[src/rtl/multicycle_datapath.sv]
`default_nettype none
// ============================================================================
// Module      : multicycle_datapath
// Description : 16-bit RISC multi-cycle datapath (FETCH/DECODE/EXEC/MEM/WB)
//               with PC, IR, MDR, 8-entry register file and req/ready memories.
//               Optional macro DP_PERF_CNT_EN adds cycle/retired counters.
// Revision    : 1.0  initial release
// ============================================================================
module multicycle_datapath #(
    parameter int DATA_W = 16,
    parameter int PC_W   = 16
) (
    input  logic              clk,
    input  logic              rst_n,
    input  logic              jump,
    input  logic              beq,
    input  logic              bne,
    input  logic              mem_read,
    input  logic              mem_write,
    input  logic              alu_src,
    input  logic              reg_dst,
    input  logic              mem_to_reg,
    input  logic              reg_write,
    input  logic [1:0]        alu_op,
    output logic [3:0]        opcode,
    output logic              imem_req,
    output logic [PC_W-1:0]   imem_addr,
    input  logic [15:0]       imem_rdata,
    input  logic              imem_ready,
    output logic              dmem_req,
    output logic              dmem_we,
    output logic [DATA_W-1:0] dmem_addr,
    output logic [DATA_W-1:0] dmem_wdata,
    input  logic [DATA_W-1:0] dmem_rdata,
    input  logic              dmem_ready,
    output logic              instr_done
`ifdef DP_PERF_CNT_EN
    ,
    output logic [31:0]       cycle_cnt,
    output logic [31:0]       retired_cnt
`endif
);

    localparam int NREGS = 8;

    localparam logic [2:0] ST_FETCH  = 3'd0;
    localparam logic [2:0] ST_DECODE = 3'd1;
    localparam logic [2:0] ST_EXEC   = 3'd2;
    localparam logic [2:0] ST_MEM    = 3'd3;
    localparam logic [2:0] ST_WB     = 3'd4;

    typedef struct packed {
        logic       jump;
        logic       beq;
        logic       bne;
        logic       mem_read;
        logic       mem_write;
        logic       alu_src;
        logic       reg_dst;
        logic       mem_to_reg;
        logic       reg_write;
        logic [1:0] alu_op;
    } ctrl_t;

    logic [2:0]        state_q, state_d;
    logic [PC_W-1:0]   pc_q, pc_d;
    logic [15:0]       ir_q, ir_d;
    logic [DATA_W-1:0] a_q, a_d, b_q, b_d;
    logic [DATA_W-1:0] aluout_q, aluout_d, mdr_q, mdr_d;
    ctrl_t             ctrl_q, ctrl_d;
    logic [DATA_W-1:0] regs_q [NREGS];
    logic [DATA_W-1:0] regs_d [NREGS];

    logic [2:0]        rs, rt, rd;
    logic [5:0]        imm;
    logic [DATA_W-1:0] imm_ext, op2, alu_res;
    logic [PC_W-1:0]   imm_pc, pc2, jump_tgt, br_tgt, pc_next;
    logic              zero, done;

    assign rs      = ir_q[11:9];
    assign rt      = ir_q[8:6];
    assign rd      = ir_q[5:3];
    assign imm     = ir_q[5:0];
    assign imm_ext = {{(DATA_W-6){imm[5]}}, imm};
    assign imm_pc  = {{(PC_W-6){imm[5]}}, imm};
    assign op2     = ctrl_q.alu_src ? imm_ext : b_q;

    always_comb begin
        alu_res = '0;
        case (ctrl_q.alu_op)
            2'b10: alu_res = a_q + op2;
            2'b01: alu_res = a_q - op2;
            default: begin
                case (ir_q[14:12])
                    3'b000:  alu_res = a_q + op2;
                    3'b001:  alu_res = a_q - op2;
                    3'b010:  alu_res = ~a_q;
                    3'b011:  alu_res = a_q << op2;
                    3'b100:  alu_res = a_q >> op2;
                    3'b101:  alu_res = a_q & op2;
                    3'b110:  alu_res = a_q | op2;
                    default: alu_res = {{(DATA_W-1){1'b0}}, ($signed(a_q) < $signed(op2))};
                endcase
            end
        endcase
    end

    assign zero = (alu_res == '0);

    // Jump keeps the PC bits above the 13-bit page from pc2.
    always_comb begin
        pc2            = pc_q + PC_W'(2);
        br_tgt         = pc2 + (imm_pc << 1);
        jump_tgt       = pc2;
        jump_tgt[12:0] = {ir_q[11:0], 1'b0};
        if (ctrl_q.jump)
            pc_next = jump_tgt;
        else if (ctrl_q.bne && !zero)
            pc_next = br_tgt;
        else if (ctrl_q.beq && zero)
            pc_next = br_tgt;
        else
            pc_next = pc2;
    end

    always_comb begin
        state_d  = state_q;
        pc_d     = pc_q;
        ir_d     = ir_q;
        a_d      = a_q;
        b_d      = b_q;
        aluout_d = aluout_q;
        mdr_d    = mdr_q;
        ctrl_d   = ctrl_q;
        regs_d   = regs_q;
        done     = 1'b0;
        case (state_q)
            ST_FETCH: begin
                if (imem_ready) begin
                    ir_d    = imem_rdata;
                    state_d = ST_DECODE;
                end
            end
            ST_DECODE: begin
                a_d     = regs_q[rs];
                b_d     = regs_q[rt];
                ctrl_d  = '{jump, beq, bne, mem_read, mem_write, alu_src,
                            reg_dst, mem_to_reg, reg_write, alu_op};
                state_d = ST_EXEC;
            end
            ST_EXEC: begin
                aluout_d = alu_res;
                pc_d     = pc_next;
                if (ctrl_q.jump || ctrl_q.beq || ctrl_q.bne) begin
                    state_d = ST_FETCH;
                    done    = 1'b1;
                end else if (ctrl_q.mem_read || ctrl_q.mem_write) begin
                    state_d = ST_MEM;
                end else if (ctrl_q.reg_write) begin
                    state_d = ST_WB;
                end else begin
                    state_d = ST_FETCH;
                    done    = 1'b1;
                end
            end
            ST_MEM: begin
                // A combined read+write strobe behaves as a store.
                if (dmem_ready) begin
                    if (ctrl_q.mem_write) begin
                        state_d = ST_FETCH;
                        done    = 1'b1;
                    end else begin
                        mdr_d   = dmem_rdata;
                        state_d = ST_WB;
                    end
                end
            end
            ST_WB: begin
                if (ctrl_q.reg_write)
                    regs_d[ctrl_q.reg_dst ? rd : rt] = ctrl_q.mem_to_reg ? mdr_q : aluout_q;
                done    = 1'b1;
                state_d = ST_FETCH;
            end
            default: state_d = ST_FETCH;
        endcase
    end

    always_ff @(posedge clk or negedge rst_n) begin
        if (!rst_n) begin
            state_q  <= ST_FETCH;
            pc_q     <= '0;
            ir_q     <= '0;
            a_q      <= '0;
            b_q      <= '0;
            aluout_q <= '0;
            mdr_q    <= '0;
            ctrl_q   <= '0;
            for (int i = 0; i < NREGS; i++)
                regs_q[i] <= '0;
        end else begin
            state_q  <= state_d;
            pc_q     <= pc_d;
            ir_q     <= ir_d;
            a_q      <= a_d;
            b_q      <= b_d;
            aluout_q <= aluout_d;
            mdr_q    <= mdr_d;
            ctrl_q   <= ctrl_d;
            regs_q   <= regs_d;
        end
    end

    // Fetch request is gated by rst_n so it drops the instant reset asserts.
    assign imem_req   = rst_n && (state_q == ST_FETCH);
    assign imem_addr  = pc_q;
    assign opcode     = ir_q[15:12];
    assign dmem_req   = (state_q == ST_MEM);
    assign dmem_we    = (state_q == ST_MEM) && ctrl_q.mem_write;
    assign dmem_addr  = aluout_q;
    assign dmem_wdata = b_q;
    assign instr_done = done;

`ifdef DP_PERF_CNT_EN
    logic [31:0] cycle_cnt_q, cycle_cnt_d, retired_cnt_q, retired_cnt_d;

    always_comb begin
        cycle_cnt_d   = cycle_cnt_q + 32'd1;
        retired_cnt_d = retired_cnt_q + {31'd0, done};
    end

    always_ff @(posedge clk or negedge rst_n) begin
        if (!rst_n) begin
            cycle_cnt_q   <= '0;
            retired_cnt_q <= '0;
        end else begin
            cycle_cnt_q   <= cycle_cnt_d;
            retired_cnt_q <= retired_cnt_d;
        end
    end

    assign cycle_cnt   = cycle_cnt_q;
    assign retired_cnt = retired_cnt_q;
`endif

endmodule
`default_nettype wire
[config.mk]
export PLATFORM = sky130hd
export DESIGN_NAME = multicycle_datapath
export DESIGN_NICKNAME = d
export VERILOG_FILES = /design/src/rtl/multicycle_datapath.sv
export SDC_FILE = /design/constraint.sdc
export NUM_CORES = 1
export LEC_CHECK = 0
export CAP_MARGIN = 20
export CORE_MARGIN = 2
export CORE_UTILIZATION = 30
export DETAILED_ROUTE_END_ITERATION = 16
export PLACE_DENSITY_LB_ADDON = 0.12
export SYNTH_ARGS = -nofsm -noshare
export SYNTH_HDL_FRONTEND = slang
export SYNTH_SLANG_ARGS = --single-unit
[constraint.sdc]
create_clock -name clk -period 6.3 [get_ports clk]
set_input_delay 0.945 -clock clk [delete_from_list [all_inputs] [get_ports clk]]
set_output_delay 0.945 -clock clk [all_outputs]
set_load 0.05 [all_outputs]
**Yosys cells after proc, flatten, opt, wreduce, memory -nomap -nowiden**

Index checks and enable logic that the tools add are counted.

- $add $sub $neg: 4
- Multiply operators: 0
- Divide/modulo/power cells: 0
- Magnitude comparators: 5
- Equality and inequality tests: 14
- Shift-type cells: 2
- Muxes and demuxes: 30
- Bitwise logic cells: 7
- Reduce and logical (&&, ||, !) cells: 16

Operator list:

| cell | number |
|---|---|
| two-way mux 16 bit | 10 |
| bitwise mux 128 bit | 1 |
| case mux 16 bit (7 select lines) | 1 |
| binary-select mux 16 bit (select 3 bit) | 2 |
| demux 16 bit (select 3 bit) | 1 |
| adder 16 bit | 2 |
| case mux 16 bit (2 select lines) | 1 |
| two-way mux 3 bit | 7 |
| adder 16 x 2 -> 16 bit (second input constant) | 1 |
| AND 16 bit | 1 |
| zero test 16 bit | 1 |
| less-than comparator 16 bit | 1 |
| inverter 16 bit | 1 |
| bitwise OR 16 bit | 1 |
| << shifter 16 x 16 -> 16 bit | 1 |
| right shift 16 x 16 -> 16 bit | 1 |
| subtractor 16 bit | 1 |
| equality test 3 x 2 -> 1 bit (second input constant) | 4 |
| equality test 3 bit (second input constant) | 4 |
| >= comparator 4 bit (second input constant) | 3 |
| inverter 3 -> 4 bit | 3 |
| case mux 3 bit (4 select lines) | 1 |
| equality test 3 x 1 -> 1 bit (second input constant) | 2 |
| zero test 3 bit | 2 |
| 13 further kinds | 25 |

- Register bits: 238
- Bits in latches: 0
- Memory bits (writable): 0
- Bits in read-only memories: 0
- Bits of input ports: 47
- Memories: 0

**Logic depth before layout (Yosys ltp)**

Gate-level depths: netlist of run 1.

- Depth in word-level cells: 9
- Gate-level depth with buffers: 22

**Least setup slack after synthesis of run 1**

No wires, ideal clock.

- Kind: reg-to-reg
- Start: register b_q[0] (netlist: dmem_wdata[0])
- End: register pc_q[10] (netlist: imem_addr[10])
- Setup time: 135 ps
- Arrival: 4976 ps
- Data required time: 6165 ps
- Setup slack: 1190 ps
- Cell stages (with the launch flop): 22
- Path buffers: 4
- Clock period less this slack: 5110 ps
- Cell sequence: dfrtp_1 mux2i_4 inv_2 buf_4 buf_6 buf_2 ha_1 inv_1 fa_1 nor2b_1 o311ai_1 a31oi_1 a211o_1 o22a_1 a311oi_1 o211ai_1 nor4_1 nand4_2 mux2i_4 buf_6 mux2i_1 o22ai_1

- Longest elaborated chain between the ends: 9
- Elaborated cells on any way between the ends: 17

Ends and longest elaborated chain:

| what | RTL line | source |
|---|---|---|
| from (decl) | 68 | `logic [DATA_W-1:0] a_q, a_d, b_q, b_d;` |
| from (signal assigned) | 194 | `b_q <= '0;` |
| from (signal assigned) | 205 | `b_q <= b_d;` |
| two-way mux 16 bit * | 86 | `assign op2 = ctrl_q.alu_src ? imm_ext : b_q;` |
| subtractor 16 bit, or another cell as far along | 92, 96 |  |
| case mux 16 bit (7 select lines) | 94 | `case (ir_q[14:12])` |
| case mux 16 bit (2 select lines) * | 90 | `case (ctrl_q.alu_op)` |
| zero test 16 bit * | 108 | `assign zero = (alu_res == '0);` |
| logical AND 1 bit / zero test 1 bit (equally long branches) | 120, 118 |  |
| two-way mux 16 bit / logical AND 1 bit (equally long branches) | 120, 118 |  |
| two-way mux 16 bit * | 118 | `else if (ctrl_q.bne && !zero)` |
| two-way mux 16 bit * | 116 | `if (ctrl_q.jump)` |
| to (signal assigned) | 202 | `pc_q <= pc_d;` |
| to (decl) | 66 | `logic [PC_W-1:0] pc_q, pc_d;` |

Every way passes the cells marked *; elsewhere a longest branch is shown, timed or not.
A chain may end at the register's enable or synchronous reset.

**Final worst setup path of run 1**

- Start: register ctrl_q[5] (netlist name)
- End: register pc_q[9] (netlist: imem_addr[9])

- Longest elaborated chain between the ends: 9
- Elaborated cells on any way between the ends: 17

Ends and longest elaborated chain:

| what | RTL line | source |
|---|---|---|
| from (decl) | 70 | `ctrl_t ctrl_q, ctrl_d;` |
| from (signal assigned) | 208 | `ctrl_q <= ctrl_d;` |
| two-way mux 16 bit * | 86 |  |
| subtractor 16 bit, or another cell as far along | 92, 96 |  |
| case mux 16 bit (7 select lines) | 94 |  |
| case mux 16 bit (2 select lines) * | 90 |  |
| zero test 16 bit * | 108 |  |
| logical AND 1 bit / zero test 1 bit (equally long branches) | 120, 118 |  |
| two-way mux 16 bit / logical AND 1 bit (equally long branches) | 120, 118 |  |
| two-way mux 16 bit * | 118 |  |
| two-way mux 16 bit * | 116 |  |

Marks and branches as above.

==> results of run 1 <==
-- per-stage QoR --
step / std cells / hold WS (ns) / utilization / worst slack (ns)
floorplan: 1808 / 0.461 / - / 1.19
global placement: 2576 / 0.475 / 0.336 / 0.763
finish: 2631 / 0.317 / 0.356 / 0.557
detailed placement: 2576 / 0.490 / 0.336 / 0.642
CTS: 2631 / 0.353 / 0.356 / 0.606
global route: 2631 / 0.370 / 0.356 / 0.315
-- cells in the mapped netlist, drive strengths merged (3+ instances only) --
cell     count  share of area
inv         64          0.014
o22ai       21         0.0079
o31ai       10         0.0045
nor2       153          0.034
ha          72          0.054
nor3        28         0.0084
nand2      222          0.050
a22oi        8         0.0036
nor4        14         0.0056
o21bai       5         0.0023
a21o         9         0.0041
o41ai        4         0.0026
o21a         4         0.0018
mux2        38          0.026
a221o        4         0.0024
nand4        8         0.0034
buf         39          0.013
nand2b      13         0.0049
nand3       30         0.0090
o21ai      170          0.051
xnor2       31          0.016
fa           3         0.0036
o311ai       6         0.0032
o211ai      10         0.0045
and3        11         0.0041
or3         10         0.0038
a21oi      147          0.044
clkbuf     100          0.023
nor3b        3         0.0014
mux2i      126          0.079
and2        10         0.0038
dfrtp      237           0.36
a32oi        7         0.0037
a31oi       16         0.0064
o221ai       5         0.0026
o2bb2ai      6         0.0032
xor2        12         0.0063
a22o         3         0.0016
mux4        67          0.091
a311oi       8         0.0046
nor2b       12         0.0045
a221oi       5         0.0026
a211o        8         0.0042
a211oi      17         0.0077
or2          4         0.0015
-- sequential cells by signal, indices dropped and copies added (netlist names) --
| register | cells |
|---|---|
| state_q | 3 |
| regs_q | 128 |
| imem_addr | 15 |
| dmem_wdata | 16 |
| ctrl_q | 11 |
| mdr_q | 16 |
| dmem_addr | 16 |
| ir_q | 16 |
| a_q | 16 |
-- worst reg2reg max path, delay by kind of cell, from the launching register on --
family,cells,cell delay (ns)
AO/OA/AOI/OAI,7,1.91
multiplexers,3,1.28
AND/OR/NAND/NOR,3,0.93
flip-flops,1,0.76
adder cells (fa/ha/maj),1,0.43
buffers and inverters,1,0.29
-- worst paths after layout --
check                            startpoint           end  slack, ns  cells after the start
worst max-delay path              ctrl_q[5]  imem_addr[9]       0.56                     15
worst min-delay path                  rst_n      ir_q[15]       0.32                      1
worst max register to register    ctrl_q[5]  imem_addr[9]       0.56                     15
worst min register to register  regs_q[124]   regs_q[124]       0.50                      2
max in group asynchronous             rst_n    regs_q[12]       4.06                      3
min in group clk                regs_q[124]   regs_q[124]       0.50                      2
-- final cells by class --
class                           instances  area (um2)  share of cell area
Inverter                               64         240              0.0123
Tap cell                              748         936              0.0479
Multi-Input combinational cell       1368        9910               0.507
Clock buffer                           40         888              0.0454
Sequential cell                       237        5930               0.303
Timing Repair Buffer                  159        1450              0.0742
Clock inverter                         15         195             0.00998
-- cells by family (layout without fill, tap and decap cells) --
| group | after synthesis | after routing | share of synthesized area |
|---|---|---|---|
| flip-flops | 237 | 237 | 0.356 |
| AO/OA/AOI/OAI | 494 | 494 | 0.180 |
| adder cells (fa/ha/maj) | 75 | 75 | 0.0577 |
| other | 1 | 1 | 0.000225 |
| buffers and inverters | 203 | 278 | 0.0500 |
| multiplexers | 231 | 231 | 0.195 |
| XOR/XNOR | 43 | 43 | 0.0226 |
| AND/OR/NAND/NOR | 524 | 524 | 0.138 |
-- metal layers --
layer / up-vias / share of wire / routed length, um / track usage
met5: - / 0 / 0 / 0
met4: 0 / 0.024 / 1470 / 0.0538
met3: 89 / 0.046 / 2880 / 0.0241
met2: 409 / 0.47 / 29200 / 0.358
met1: 7178 / 0.46 / 28900 / 0.308
li1: 6665 / - / - / -
==> metrics.txt, run 1 <==
Vias/cell=between 5 and 6; CTS HTree Levels=1; Post-CTS Hold Buffers=0; Max Fclk=around 0.17 GHz; post-synthesis instance total=1,808; wire per inst=between 20 and 25 um; final setup fails=0; clock sink count=approximately 240; final antenna-violating net count=0; clk root buf=clkbuf_16; crit path launch type=register; initial antenna violation count=0; overall routing resource usage=0.219; status=finished clean; CTS tree=built; Final Hold Viols=0; min cycle time layout=about 5.7 ns; Mean Syn Cell Area=9.21 um2; Mapped Nets=1,930; DR iter-0 viols=around 1,100; Site Rows=86; sequential area share after synthesis=0.356; I/O Buffers=between 100 and 150; first-pass GRT wire length=roughly 95 mm; clock buffer depth=3; largest net degree at the start of global routing=73; flop and latch count out of synthesis=237; filler instances=~5,600; CP top delay family=compound AO/OA/AOI/OAI gates; Max-slew headroom=0.269; DP Wirelength=44.9 mm; number of global-route vias before repair=~14,000; Area Overhead vs Synth=17.4%; Setup TNS Final=0 ns; MaxCap Viol Count=0; Die Wd=around 240 um; TritonCTS Buffers=30; fin crit share=0.912; most frequent cells in the layout=235 x dfrtp_1, 222 x nand2_1, 169 x o21ai_0; area post-placement=0.0185 mm2; share of cells above drive strength 1=0.130; Layout Nets=around 2,000; Final GP Congestion=between 0.9 and 1; RSZ-0062 raised after global routing=false; IO Pins=slightly above 100; Chip Height=about 240 um; final wirelength=about 62 mm; Max Slew Vio Count=0; Die ar.=roughly 0.057 mm2; DRC viols=0; slowest CP cell=dfrtp_1; number of synthesized flops with an enable pin=0; CP Cell Sequence=mux2i_4 -> ha_1 -> nor2b_1 -> o311ai_1 -> a31oi_1 -> a211o_1 -> o22a_1 -> a311oi_1 -> o211ai_1 -> nor4_1 -> nand4_2 -> mux2i_4 -> buf_4 -> mux2i_1 -> o221ai_1; max incr delay on CP=between 0.7 and 0.8 ns; critical path buffer and inverter count=1; Setup Crit Path Kind=reg -> reg; Clk pin slew, worst setup/hold paths=roughly 0.060 ns; Clk Latency, worst-skew pair=between 0.5 and 0.6 ns; most common cell after layout, fill and taps aside=dfrtp_1; measured slew at the worst slew-check pin=approximately 1.1 ns; ant diodes=0; Finished Cell Area=between 0.015 and 0.02 mm2; Min-Delay Path Class=in -> async; Crit Path Max Fanout=14; Initial Util=0.303; Post-CTS Resized=0; synthesized area=between 0.015 and 0.02 mm2; Worst Path Required=about 6.7 ns; detailed-route via count=about 14,000; Critical Path AT=a little over 6 ns; Max Clock Skew=about 0.013 ns; Post-CTS Setup Bufs=0; first-pass detailed-route iteration total=5; Primary FF master, synth=dfrtp_1; Synth async-reset ratio=1.00; Ys Warns=0; gr ovfl total=0; Worst setup EP type=register; CP most frequent cell=mux2i_4; core area=0.0550 mm2; Yosys cell types=76
Power of run 1 is not shown: default switching activity piles up to over one toggle a cycle in this logic, so the estimate is an artifact.
==> run 2, diff against run 1 <==
Clock period 6.3 ns to 5.95 ns, I/O delays scaled along.
==> metrics.txt, run 2 (synthesis gave the netlist of run 1 again) <==
status=finished clean (unchanged); detailed-route via count=14,500 (was 14,300); first-pass GRT wire length=93.7 mm (was 94.9 mm); Worst Reg-to-Reg Cells=16 (was 15); number of global-route vias before repair=14,300 (was 14,400); Setup TNS Final=0 ns (unchanged); Vias/cell=5.49 (was 5.45); Post-CTS Resized=0 (unchanged); Clk pin slew, worst setup/hold paths=0.06 ns (about the same); Site Rows=86 (unchanged); Final Hold Viols=0 (unchanged); MaxCap Viol Count=0 (unchanged); Die ar.=0.0574 mm2 (unchanged); clock sink count=237 (unchanged); Max Clock Skew=0.0106 ns (was 0.0132 ns); largest net degree at the start of global routing=90 (was 73); I/O Buffers=101 (unchanged); overall routing resource usage=0.217 (was 0.219); Critical R2R Launch=ctrl_q[5] (unchanged); gr ovfl total=0 (unchanged); DRC viols=0 (unchanged); Die Wd=240 um (unchanged); Area Overhead vs Synth=16.9% (was 17.4%); initial antenna violation count=0 (unchanged); Setup Crit Path Kind=reg -> reg (unchanged); Chip Height=240 um (unchanged); DP Wirelength=44.1 mm (was 44.9 mm); Post-CTS Hold Buffers=0 (unchanged); Worst Path Required=6.46 ns (was 6.73 ns); Worst setup EP type=register (unchanged); Crit Path Max Fanout=15 (was 14); final setup fails=0 (unchanged); Post-CTS Setup Bufs=0 (unchanged); most common cell after layout, fill and taps aside=dfrtp_1 (unchanged); Max Fclk=0.181 GHz (was 0.174 GHz); TritonCTS Buffers=30 (unchanged); Largest register FFs=128 (unchanged); crit path launch type=register (unchanged); Clk Latency, worst-skew pair=0.57 ns (was 0.58 ns); core area=0.0550 mm2 (unchanged); ant diodes=0 (unchanged); clock buffer depth=3 (unchanged); CTS HTree Levels=1 (unchanged); Max-slew headroom=0.228 (was 0.269); Min-Delay Path Class=in -> async (unchanged); Top reg by flops=regs_q (unchanged); wire per inst=23.6 um (was 23.7 um); final hold slack=0.333 ns (was 0.317 ns); most frequent cells in the layout=235 x dfrtp_1, 222 x nand2_1, 169 x o21ai_0 (unchanged); IO Pins=103 (unchanged); Critical Path AT=6.05 ns (was 6.18 ns); fin crit share=0.931 (was 0.912); RSZ-0062 raised after global routing=false (unchanged); clk root buf=clkbuf_16 (unchanged); measured slew at the worst slew-check pin=1.15 ns (was 1.10 ns); first-pass detailed-route iteration total=5 (unchanged); CTS tree=built (unchanged); worst setup path startpoint=ctrl_q[5] (unchanged); DR iter-0 viols=1,124 (was 1,068); min cycle time layout=5.54 ns (was 5.74 ns); Initial Util=0.303 (unchanged); Layout Nets=1,985 (was 1,982); share of cells above drive strength 1=0.128 (was 0.130); final antenna-violating net count=0 (unchanged); final wirelength=62.3 mm (was 62.5 mm); Max Slew Vio Count=0 (unchanged); final core occ=0.354 (was 0.356); Final GP Congestion=0.946 (was 0.944)
==> run 2: changes by cell type in the layout (fill, tap and decap cells not counted), moves of 2 or more <==
cell       change
clkbuf_8       -5
clkbuf_1       +6
bufinv_16      -2
buf_4          +3
==> run 2: path summary, 6_finish.rpt <==
kind | end | slack [ns]
max | imem_addr[13] | 0.41
min | ir_q[15] | 0.33
max reg2reg | imem_addr[13] | 0.41
min reg2reg | regs_q[76] | 0.50
max in group asynchronous | regs_q[109] | 4.08
min in group clk | regs_q[76] | 0.50
==> run 2: per-stage QoR <==
step / cell area [um2] / instances / setup WS, ns
3_3_place_gp: 18500 / 2579 / 0.613
4_1_cts: 19500 / 2633 / 0.494
5_1_grt: 19500 / 2633 / 0.118
6_report: 19500 / 2633 / 0.413
3_5_place_dp: 18500 / 2579 / 0.547
2_1_floorplan: 16700 / 1808 / 0.840
==> run 2: worst max-delay path, cell delays in order (launching register included) <==
cell and delay (ns):
dfrtp_1 0.70, and2_1 0.51, a21oi_1 0.16, ha_1 0.62, inv_1 0.08, a21oi_1 0.34, a31oi_1 0.21, a211o_1 0.32
o22a_1 0.19, a311oi_1 0.21, o211ai_1 0.20, nor4_1 0.42, nand4_2 0.36, mux2i_4 0.31, buf_4 0.24, or4b_1 0.49
nand3_1 0.09
==> run 2: cell type report <==
cell class | count | area [um2]
clock inverters | 12 | 116
clock buffers | 42 | 867
well taps | 748 | 936
multi-input cells | 1368 | 9910
inverters | 64 | 240
flip-flops and latches | 237 | 5930
fillers | 5647 | 35500
repair buffers | 162 | 1470
==> run 2: layer usage <==
layer,share of wire,up-vias,global-route usage
met3,0.048,92,0.0211
li1,-,6649,-
met5,0,-,0
met1,0.46,7244,0.308
met4,0.023,0,0.0551
met2,0.47,470,0.353
Power of run 2 is left out for the same reason.
==> run 3, diff against run 2 <==
Settings changed: SLEW_MARGIN from default to 20.
==> results of run 3 <==
No change in the layout: final DEF, timing and power equal those of run 2.
Power of run 3 is left out for the same reason.
==> variant 1: new RTL, flow settings as in run 1 <==
Add a define of `DP_PERF_CNT_EN`.
--- a/src/rtl/multicycle_datapath.sv
+++ b/src/rtl/multicycle_datapath.sv
@@ -8,2 +8,4 @@
 // ============================================================================
+`define DP_PERF_CNT_EN
+
 module multicycle_datapath #(
Check against the original RTL (old outputs only; new: cycle_cnt and retired_cnt): no difference found for any inputs over 4 cycles, from zero or initial values and one cycle with rst_n low; that may be too few to reach the edited logic, so the function may still have changed.
==> variant 1 against run 1 <==
Clock skew rose by 14 ps; area after synthesis rose by 13%; first-iteration DRC count rose by 5.0%; non-clock buffer count rose by 45; wire length rose by 7.9%; largest cell class unchanged; sequential cell count rose by 64; design area rose by 16%; setup slack got worse by 79 ps.
==> variant 1: results (changes against run 1) <==
----------------------------------------------------
[Global route]
  Largest net degree at the start of global routing ... 152 (+110%)
  Via count of the first global-routing pass ... 15543 (+8.0%)
  Met3 track demand over resource in global routing ... 2.70% (+0.30 points)
  Global Route Usage Sum ... 20.7% (-1.1 points)
  Global-route wire length before repair ... 101 mm (+6.4%)

[Detailed routing]
  Via/cell ratio ... 5.33 (-2.2%)
  Met2 routed WL ... 31.6 mm (+8.1%)

[Logic synthesis]
  Leading cell types by count after synthesis ... sky130_fd_sc_hd__dfrtp_1, sky130_fd_sc_hd__nand2_1, sky130_fd_sc_hd__a21oi_1
  Biggest area contributors in the synthesized netlist ... sky130_fd_sc_hd__dfrtp_1, sky130_fd_sc_hd__mux4_2, sky130_fd_sc_hd__mux2i_1

[Critical path]
  Highest net fanout along the worst path ... 16 (+2)
  CP max-delay cell ... sky130_fd_sc_hd__mux2i_1
  Longest individual stage delay on the worst path ... 920 ps (+160 ps)
  Count of cells along the worst register-to-register path ... 16 (+1)

[Status]
  Run status ... finished clean

[Final layout]
  Multi-input gates ... 1413 (+3.3%)
  Reg area ... 7540 um^2 (+27%)
  Buffers, non-clock ... 204 (+28%)
  Final net count ... 2159 (+8.9%)
  Inverters excl. clock ... 74 (+16%)
  Area occupied by multi-input gates ... 10500 um^2 (+6.2%)
  Clk cell area share ... 5.66% (+0.11 points)
  Signal buffers share of area ... 8.77% (+1.3 points)

[STA]
  Maximum operating frequency ... 172 MHz (-1.4%)

[CTS]
  Number of H-tree levels ... 2 (+1)

[Place]
  DP HPWL ... 48.1 mm (+7.1%)

----------------------------------------------------
## variant 1: stage by stage
| stage | power [W] | utilization [%] | instance area [um^2] | instances |
|---|---|---|---|---|
| after CTS | 0.0142 | 36.6 | 22600 | 2894 |
| after global placement | 0.0118 | 34.5 | 21300 | 2827 |
| after detailed placement | 0.0118 | 34.5 | 21300 | 2827 |
| final | 0.0142 | 36.6 | 22700 | 2896 |
| after floorplan | 0.00909 | - | 18800 | 1909 |
| after global routing | 0.0151 | 36.6 | 22700 | 2896 |
## variant 1: kinds of logic (layout without fill, tap and decap cells)
| family | count (synthesis) | count (layout) | share of synthesized area, % |
|---|---|---|---|
| XOR/XNOR | 99 | 99 | 4.60 |
| other | 1 | 1 | 0.0199 |
| AO/OA/AOI/OAI | 463 | 463 | 15.1 |
| multiplexers | 231 | 231 | 17.6 |
| buffers and inverters | 195 | 345 | 4.27 |
| adder cells (fa/ha/maj) | 79 | 79 | 5.37 |
| flip-flops | 301 | 301 | 40.0 |
| AND/OR/NAND/NOR | 540 | 540 | 13.0 |
==> variant 2: new RTL, flow settings as in run 1 <==
Without the edit above. Take the reset off `b_q` and load it in a clocked block of its own.
--- a/src/rtl/multicycle_datapath.sv
+++ b/src/rtl/multicycle_datapath.sv
@@ -193,3 +193,2 @@
             a_q      <= '0;
-            b_q      <= '0;
             aluout_q <= '0;
@@ -204,3 +203,2 @@
             a_q      <= a_d;
-            b_q      <= b_d;
             aluout_q <= aluout_d;
@@ -210,2 +208,6 @@
         end
+    end
+
+    always_ff @(posedge clk) begin
+        b_q <= b_d;
     end
Function: same outputs for any inputs over 4 cycles, from zero or initial values and one cycle with rst_n low; that may be too few to reach the edited logic, so the function may still have changed.
==> variant 2 against run 1 <==
Area after synthesis down 2.9%; setup slack got worse by 35 ps; wire length down 4.0%; design area down 3.0%; fmax is 0.60% lower; sequential cell count unchanged.
Power is not shown: default switching activity piles up to over one toggle a cycle in this logic, so the estimate is an artifact.
==> variant 2: results (changes against run 1) <==
----------------------------------------------------
[Logic synthesis]
  Xor-xnor portion of the synthesized cell area ... 2.06% (-0.20 points)
  Mux share of post-synthesis cell area ... 18.4% (-1.1 points)
  Leading cell types by count after synthesis ... sky130_fd_sc_hd__nand2_1, sky130_fd_sc_hd__dfrtp_1, sky130_fd_sc_hd__o21ai_0
  Number of different library cells in the post-synthesis netlist ... 86 (+13%)
  Net count after synthesis ... 1833 (-5.0%)
  Post-synthesis async set-or-reset flop share ... 93.2% (-6.8 points)
  Mean cell area of the mapped netlist ... 9.45 um^2 (+2.6%)
  Netlist area before placement ... 16200 um^2 (-2.9%)

[Place]
  Worst slack after detailed placement ... 703 ps (+60.5 ps)
  DP HPWL ... 42.3 mm (-5.7%)

[Critical path]
  Count of cells along the worst register-to-register path ... 18 (+3)
  Highest net fanout along the worst path ... 13 (-1)

[Final layout]
  Area occupied by multi-input gates ... 9390 um^2 (-5.3%)
  Clk cell area share ... 5.46% (-0.078 points)
  Buffers, non-clock ... 151 (-5.0%)
  Final net count ... 1888 (-4.7%)
  Signal buffers share of area ... 7.44% (+0.020 points)
  Number of fill cells in the layout ... 5472 (-3.1%)
  Ratio of cells with drive above 1 in the final layout ... 13.6% (+0.62 points)
  Number of clock buffer instances in the layout ... 49 (+23%)

[STA]
  Worst rel slew slack ... 23.4% (-3.4 points)

[Detailed routing]
  Final Routed Wirelength ... 60.0 mm (-4.0%)
  Post-DR wirelength/cell ... 24.1 um (+1.6%)

[Global route]
  Via count of the first global-routing pass ... 13426 (-6.7%)

[Status]
  Run status ... finished clean

[CTS]
  Skew-Pair Late Insertion Delay ... 600 ps (+20 ps)

----------------------------------------------------
[variant 2: cell count changes after synthesis, sizes merged, moves of 6 or more]
cell / run 1 / this run
mux2i: 126 / 87
nor2: 153 / 130
nand2: 222 / 241
a21oi: 147 / 131
dfrtp: 237 / 221
edfxtp: 0 / 16
buf: 39 / 30
and2: 10 / 4
mux4: 67 / 73
[variant 2: layer usage]
layer / part of all wire, % / track usage (%) / up-vias
li1: - / - / 6343
met5: 0 / 0 / -
met1: 44 / 29.2 / 6863
met2: 48 / 35.0 / 466
met4: 3.2 / 6.23 / 0
met3: 5.0 / 2.24 / 105
[variant 2: worst min path at each step]
stage	start	to	slack (ps)
4_1_cts	rst_n	ctrl_q[0]	200
5_1_grt	rst_n	ctrl_q[0]	220
2_1_floorplan	regs_q[80]	regs_q[80]	460
3_5_place_dp	imem_addr[15]	imem_addr[15]	490
3_3_place_gp	regs_q[71]	regs_q[71]	470
6_report	rst_n	ctrl_q[0]	200
